<file path="src/rtl/mem_port_arbiter_pkg.sv">
// Shared types, widths and parameter defaults for the unified-memory port arbiter.
package mem_port_arbiter_pkg;

    localparam int unsigned DPW                = 32;
    localparam int unsigned STARVE_MAX_DEFAULT = 4;
    localparam int unsigned TIMEOUT_DEFAULT    = 64;
    localparam int unsigned STARVE_W           = 4;

    typedef enum logic [1:0] {
        ARB_IDLE    = 2'd0,
        ARB_IF_BUSY = 2'd1,
        ARB_DM_BUSY = 2'd2
    } arb_state_t;

    typedef enum logic {
        SRC_IF = 1'b0,
        SRC_DM = 1'b1
    } arb_src_t;

    typedef struct packed {
        logic           we;
        logic [DPW-1:0] addr;
        logic [DPW-1:0] wdata;
    } mem_cmd_t;

    // Command presented to memory for a given grant; fetch is always a plain read.
    function automatic mem_cmd_t makeCmd(
        input arb_src_t       src,
        input logic           dmWe,
        input logic [DPW-1:0] dmAddr,
        input logic [DPW-1:0] dmWdata,
        input logic [DPW-1:0] ifAddr
    );
        mem_cmd_t cmd;
        if (src == SRC_DM) begin
            cmd.we    = dmWe;
            cmd.addr  = dmAddr;
            cmd.wdata = dmWdata;
        end else begin
            cmd.we    = 1'b0;
            cmd.addr  = ifAddr;
            cmd.wdata = '0;
        end
        return cmd;
    endfunction

endpackage

</file>
<file path="src/rtl/mem_port_arbiter_timer.sv">
// Busy-cycle watchdog for the arbiter; only instantiated when MEM_ARB_TIMEOUT_EN is defined.
module arb_timeout_timer
    import mem_port_arbiter_pkg::*;
#(
    parameter int unsigned TIMEOUT = TIMEOUT_DEFAULT
) (
    input  logic clk,
    input  logic rst_n,
    input  logic load,
    input  logic enable,
    output logic expire_c
);

    localparam int unsigned CNT_W = $clog2(TIMEOUT + 1);
    localparam logic [CNT_W-1:0] LAST = CNT_W'(TIMEOUT - 1);

    logic [CNT_W-1:0] count;

    // count holds the number of busy cycles already completed, so expiry lands on cycle TIMEOUT
    always_ff @(posedge clk) begin : countReg
        if (!rst_n) begin
            count <= '0;
        end else if (load) begin
            count <= '0;
        end else if (enable && !expire_c) begin
            count <= count + CNT_W'(1);
        end
    end

    assign expire_c = enable & (count == LAST);

endmodule

</file>
<file path="src/rtl/mem_port_arbiter.sv">
// Single-port memory arbiter between fetch and data stages with fetch starvation guard.
// Optional busy-state watchdog and bus_err flag enabled by defining MEM_ARB_TIMEOUT_EN.
module mem_port_arbiter
    import mem_port_arbiter_pkg::*;
#(
    parameter int unsigned STARVE_MAX = STARVE_MAX_DEFAULT,
    parameter int unsigned TIMEOUT    = TIMEOUT_DEFAULT
) (
    input  logic           clk,
    input  logic           rst_n,
    input  logic           if_req,
    input  logic [DPW-1:0] if_addr,
    output logic [DPW-1:0] if_rdata,
    output logic           if_valid,
    input  logic           dm_req,
    input  logic           dm_we,
    input  logic [DPW-1:0] dm_addr,
    input  logic [DPW-1:0] dm_wdata,
    output logic [DPW-1:0] dm_rdata,
    output logic           dm_valid,
    output logic           mem_req,
    output logic           mem_we,
    output logic [DPW-1:0] mem_addr,
    output logic [DPW-1:0] mem_wdata,
    input  logic [DPW-1:0] mem_rdata,
    input  logic           mem_ack,
    output logic           stall_if,
    output logic           stall_dm,
    output logic           bus_err
);

    localparam logic [1:0] IDLE    = 2'(ARB_IDLE);
    localparam logic [1:0] IF_BUSY = 2'(ARB_IF_BUSY);
    localparam logic [1:0] DM_BUSY = 2'(ARB_DM_BUSY);
    localparam logic [STARVE_W-1:0] STARVE_LIM = STARVE_W'(STARVE_MAX);

    logic [1:0]          state;
    logic [1:0]          nextState;
    logic [STARVE_W-1:0] starveCnt;
    logic [STARVE_W-1:0] starveNext;
    logic                ifElig;
    logic                dmElig;
    logic                grant;
    arb_src_t            grantSrc;
    mem_cmd_t            grantCmd;
    logic                finish;
    logic                timedOut;
    logic                expireC;
    logic [DPW-1:0]      finishData;

    // A requester is not re-arbitrated in its own completion cycle
    assign ifElig = if_req & ~if_valid;
    assign dmElig = dm_req & ~dm_valid;

    assign stall_if = if_req & ~if_valid;
    assign stall_dm = dm_req & ~dm_valid;

    always_comb begin : nextStateLogic
        nextState  = state;
        starveNext = starveCnt;
        grant      = 1'b0;
        grantSrc   = SRC_IF;
        finish     = 1'b0;
        timedOut   = 1'b0;
        case (state)
            IDLE: begin
                if (dmElig && !(ifElig && starveCnt == STARVE_LIM)) begin
                    grant     = 1'b1;
                    grantSrc  = SRC_DM;
                    nextState = DM_BUSY;
                    if (ifElig) begin
                        starveNext = starveCnt + STARVE_W'(1);
                    end
                end else if (ifElig) begin
                    grant      = 1'b1;
                    grantSrc   = SRC_IF;
                    nextState  = IF_BUSY;
                    starveNext = '0;
                end
            end
            IF_BUSY, DM_BUSY: begin
                // A real ack always beats a simultaneous watchdog expiry
                if (mem_ack) begin
                    finish    = 1'b1;
                    nextState = IDLE;
                end else if (expireC) begin
                    finish    = 1'b1;
                    timedOut  = 1'b1;
                    nextState = IDLE;
                end
            end
            default: nextState = IDLE;
        endcase
    end

    assign grantCmd   = makeCmd(grantSrc, dm_we, dm_addr, dm_wdata, if_addr);
    assign finishData = timedOut ? '0 : mem_rdata;

    always_ff @(posedge clk) begin : stateReg
        if (!rst_n) begin
            state     <= IDLE;
            starveCnt <= '0;
        end else begin
            state     <= nextState;
            starveCnt <= starveNext;
        end
    end

    // Memory command, completion pulses and captured read data
    always_ff @(posedge clk) begin : outputReg
        if (!rst_n) begin
            mem_req   <= 1'b0;
            mem_we    <= 1'b0;
            mem_addr  <= '0;
            mem_wdata <= '0;
            if_valid  <= 1'b0;
            dm_valid  <= 1'b0;
            if_rdata  <= '0;
            dm_rdata  <= '0;
            bus_err   <= 1'b0;
        end else begin
            if_valid <= 1'b0;
            dm_valid <= 1'b0;
            if (grant) begin
                mem_req   <= 1'b1;
                mem_we    <= grantCmd.we;
                mem_addr  <= grantCmd.addr;
                mem_wdata <= grantCmd.wdata;
            end
            if (finish) begin
                mem_req <= 1'b0;
                if (state == DM_BUSY) begin
                    dm_valid <= 1'b1;
                    dm_rdata <= mem_we ? '0 : finishData;
                end else begin
                    if_valid <= 1'b1;
                    if_rdata <= finishData;
                end
            end
            if (timedOut) begin
                bus_err <= 1'b1;
            end
        end
    end

`ifdef MEM_ARB_TIMEOUT_EN
    arb_timeout_timer #(
        .TIMEOUT (TIMEOUT)
    ) uTimer (
        .clk      (clk),
        .rst_n    (rst_n),
        .load     (grant),
        .enable   (state != IDLE),
        .expire_c (expireC)
    );
`else
    logic unusedTimeout;
    assign expireC       = 1'b0;
    assign unusedTimeout = ^32'(TIMEOUT);
`endif

endmodule

</file>
<file path="config.mk">
export PLATFORM = sky130hd
export DESIGN_NAME = mem_port_arbiter
export DESIGN_NICKNAME = d
export VERILOG_FILES = /design/src/rtl/mem_port_arbiter_pkg.sv /design/src/rtl/mem_port_arbiter_timer.sv /design/src/rtl/mem_port_arbiter.sv
export SDC_FILE = /design/constraint.sdc
export NUM_CORES = 1
export LEC_CHECK = 0
export CAP_MARGIN = 20
export CORE_ASPECT_RATIO = 0.6
export CORE_MARGIN = 2
export CORE_UTILIZATION = 40
export CTS_CLUSTER_DIAMETER = 30
export DETAILED_ROUTE_END_ITERATION = 10
export PLACE_DENSITY = 0.78
export SYNTH_ARGS = -nofsm -noshare
export SYNTH_HDL_FRONTEND = slang
export SYNTH_SLANG_ARGS = --single-unit
</file>
<file path="constraint.sdc">
create_clock -name clk -period 2.1 [get_ports clk]
set_input_delay 0.21 -clock clk [delete_from_list [all_inputs] [get_ports clk]]
set_output_delay 0.21 -clock clk [all_outputs]
set_load 0.02 [all_outputs]
</file>
==> results.md <==
* Full die area at 0.01420 mm²
* DRT Pass-1 Iters at 5
* Global-route wire length before repair at 26230 µm
* R2r startpoint: state[0]
* Clock slew at reported path FFs at 0.06 ns
* Met3 GRT Util at 0.05931
* Fin. Hold Viols at 0
* CTS sink count at 138
* Sw Ratio at 0.2884
* Hold Startpoint: rst_n
* Initial antenna violation count at 0
* Maximum vdd drop at 513.3 µV
* Worst EP required at 1.89 ns
* Most frequent cells in the layout: clkdlybuf4s50_1 (266), dfxtp_1 (138), nand2_1 (66)
* Placer congestion estimate at 0.8205
* Psw at 2.271 mW
* Reg2reg end: mem_addr[17]
* Drt initial violations at 289
* Hold/Removal Path Class: input pin to register
* Hold depth at 2
* Outcome: finished, final reports clean
* Layout area overhead at 62.82%
* Sequential power share at 0.382
* RSZ-0062 raised after global routing: false
* Yosys warning count at 0
* Row cnt at 32
* Largest net degree at the start of global routing at 39
* Vias after detailed routing at 5099
* Dpl cell area at 0.008013 mm²
* Worst skew pair latency at 0.40 ns
* Layout cells sized above 1 at 0.1121
* Commonest non-fill, non-tap cell in the layout: clkdlybuf4s50_1
* Final wirelength at 16630 µm
* PD cells at 913.7 mW/mm²
* Setup violations, final at 0
* Max cap viols at 0
* # resized after CTS at 0
* LEAKAGE at 3.156 nW
* Die Y at 93.11 µm
* # hold bufs at CTS at 0
* Post-route cell area at 0.008620 mm²
* Routing usage on met2 at 0.3686
* FF-to-FF path depth at 6
* CTS tree: done
* Number of diodes at 0
* Drt drc at 0
* Hold EP: mem_wdata[31]
* Worst setup SP type: register
* Vias in the first global route at 5088
* Max Root-Sink Buffers at 2
* HPWL Detailed at 11910 µm
* Fillers at 986
* I/O pin count at 269
* Overflow after GRT at 0
* Post-synthesis instance total at 529
* Area occupied by multi-input gates at 0.002095 mm²
* Routing usage on met1 at 0.2961
* Relative slew slack at 0.4188
* Area of the core at 0.01289 mm²
* Fin crit share at 0.8830
* Total CTS buffers at 17
* Period minus WS final at 1.854 ns
* H-tree depth at 4
* Final #Nets at 919
* Starting density of the core at 0.4106
* GRT Total Usage at 0.2277
* Post-synth cell types at 38
* Critical path fanouts, max at 4
* CP endpoint kind: output port
* Clk_skew at 0.01437 ns
* Post-CTS Setup Inserts at 0
* Syn avg cell area at 10.01 µm²
* Fin util at 0.6686
* Internal at 5.604 mW
* Register area share after synthesis at 0.5219
* Post-synthesis cell area at 0.005294 mm²
* Post-synthesis register bit count at 138
* Post-DRT Antenna Nets at 0
* WL/cell at 17.25 µm
* Number of vias per cell at 5.289
* Worst Tran Pin Value at 0.8685 ns
* Part of the power in combinational logic at 0.233
* Max-slew violation count at 0
* Port Buffer Count at 267
* CTS Root Cell: clkbuf_16
* Crit Path Category: register to output port
* TNS Setup at 0 ns
* Register Area at 0.002763 mm²
* Die Span X at 152.5 µm
* Clock power frac at 0.384
* Reg-to-reg slack, setup at 0.33 ns
* Syn Nets at 667
* Critical Path AT at 1.64 ns
* Fmax at 539.3 MHz
* GRT Max-Usage Layer: met2
kinds of logic (layout without fill, tap and decap cells):
family / count (synthesis) / in the layout / synth area share
adders and majority gates: 4 / 4 / 0.009454
other: 1 / 1 / 0.0007084
and+or+nand+nor: 89 / 89 / 0.07516
AOI/OAI and AO/OA: 205 / 205 / 0.3037
muxes: 1 / 1 / 0.001891
xor gates and xnor gates: 2 / 2 / 0.003310
buffers and inverters: 89 / 354 / 0.08390
DFF: 138 / 138 / 0.5219
cell usage after synthesis:
| cell type | count | area, µm² |
|---|---|---|
| nand2b_1 | 3 | 18.77 |
| clkbuf_1 | 17 | 63.81 |
| nor3_1 | 4 | 20.02 |
| nor2b_1 | 1 | 6.260 |
| nand3b_1 | 3 | 22.52 |
| a31oi_1 | 32 | 200.2 |
| o21ai_0 | 33 | 165.2 |
| conb_1 | 1 | 3.750 |
| and3b_1 | 2 | 17.52 |
| or3_1 | 1 | 6.260 |
| nor2_1 | 3 | 11.26 |
| nand2_1 | 66 | 247.7 |
| a32o_1 | 33 | 330.3 |
| a22o_1 | 30 | 262.8 |
| xor2_1 | 1 | 8.760 |
| o32ai_1 | 2 | 17.52 |
| and3_1 | 1 | 6.260 |
| dfxtp_1 | 138 | 2763 |
| nand3b_2 | 2 | 22.52 |
| a21oi_1 | 37 | 185.2 |
| ha_1 | 4 | 50.05 |
| inv_1 | 37 | 138.9 |
| xnor2_1 | 1 | 8.760 |
| a21o_4 | 1 | 15.01 |
| buf_6 | 10 | 112.6 |
| nand3_1 | 2 | 10.01 |
| o221a_2 | 29 | 326.6 |
| buf_1 | 6 | 22.52 |
| mux2i_1 | 1 | 10.01 |
| nand4b_1 | 1 | 8.760 |
| o21ai_4 | 2 | 32.53 |
| buf_2 | 10 | 50.05 |
| inv_2 | 3 | 11.26 |
| buf_4 | 6 | 45.04 |
| a211oi_2 | 1 | 12.51 |
| o211a_4 | 1 | 17.52 |
| a221oi_1 | 1 | 8.760 |
| o221a_1 | 3 | 33.78 |
layer usage:
metal  routed length [µm]  up-vias
met5                    0        -
met4                  418        0
met3                 1321       30
met2                 7559      252
met1                 7330     2363
li1                     -     2454
worst max-delay path by stage:
stage	from	endpoint	slack (ns)	cells past startpoint
3_3_place_gp	if_req	mem_req	0.20	5
4_1_cts	dm_valid	stall_dm	0.23	3
3_5_place_dp	if_req	mem_req	0.14	5
6_report	if_valid	stall_if	0.25	3
5_1_grt	if_valid	stall_if	0.18	3
2_1_floorplan	state[0]	dm_rdata[10]	0.57	6
stage by stage:
stage          power, mW  worst slack (ns)  hold WS, ns  cells
6_report           7.875            0.2457       0.2498    964
5_1_grt            8.200            0.1821       0.2853    964
4_1_cts            7.930            0.2304       0.2449    964
3_5_place_dp       4.898            0.1387       0.4476    932
3_3_place_gp       4.844            0.1959       0.4425    932
2_1_floorplan      4.030            0.5705       0.3212    529
power by group through the flow:
stage	Sequential [mW]	Clock [mW]	Combinational, mW
floorplan	3.31	0	0.716
global placement	3.05	0	1.79
detailed placement	3.06	0	1.83
CTS	3.01	3.08	1.84
global route	3.04	3.20	1.96
finish	3.01	3.03	1.84
layout make-up:
type / instances / share of cell area
Clock buffer: 19 / 0.05255
Sequential cell: 138 / 0.3205
Timing Repair Buffer: 282 / 0.3240
Tap cell: 170 / 0.02468
Inverter: 40 / 0.01742
Clock inverter: 13 / 0.01785
Multi-Input combinational cell: 302 / 0.2430
sequential cells by signal (all words and copies together), names as in the netlist:
name / flops
dm_rdata: 32
if_rdata: 32
mem_addr: 32
mem_wdata: 32
starveCnt: 4
state: 2
dm_valid: 1
if_valid: 1
mem_req: 1
mem_we: 1
critical path, stage by stage (launching register included):
cell	delay, ns
dfxtp_1	0.34
nand2b_1	0.19
inv_2	0.10
clkdlybuf4s50_1	0.63
Note: power is estimated with default switching activity, not from simulation.
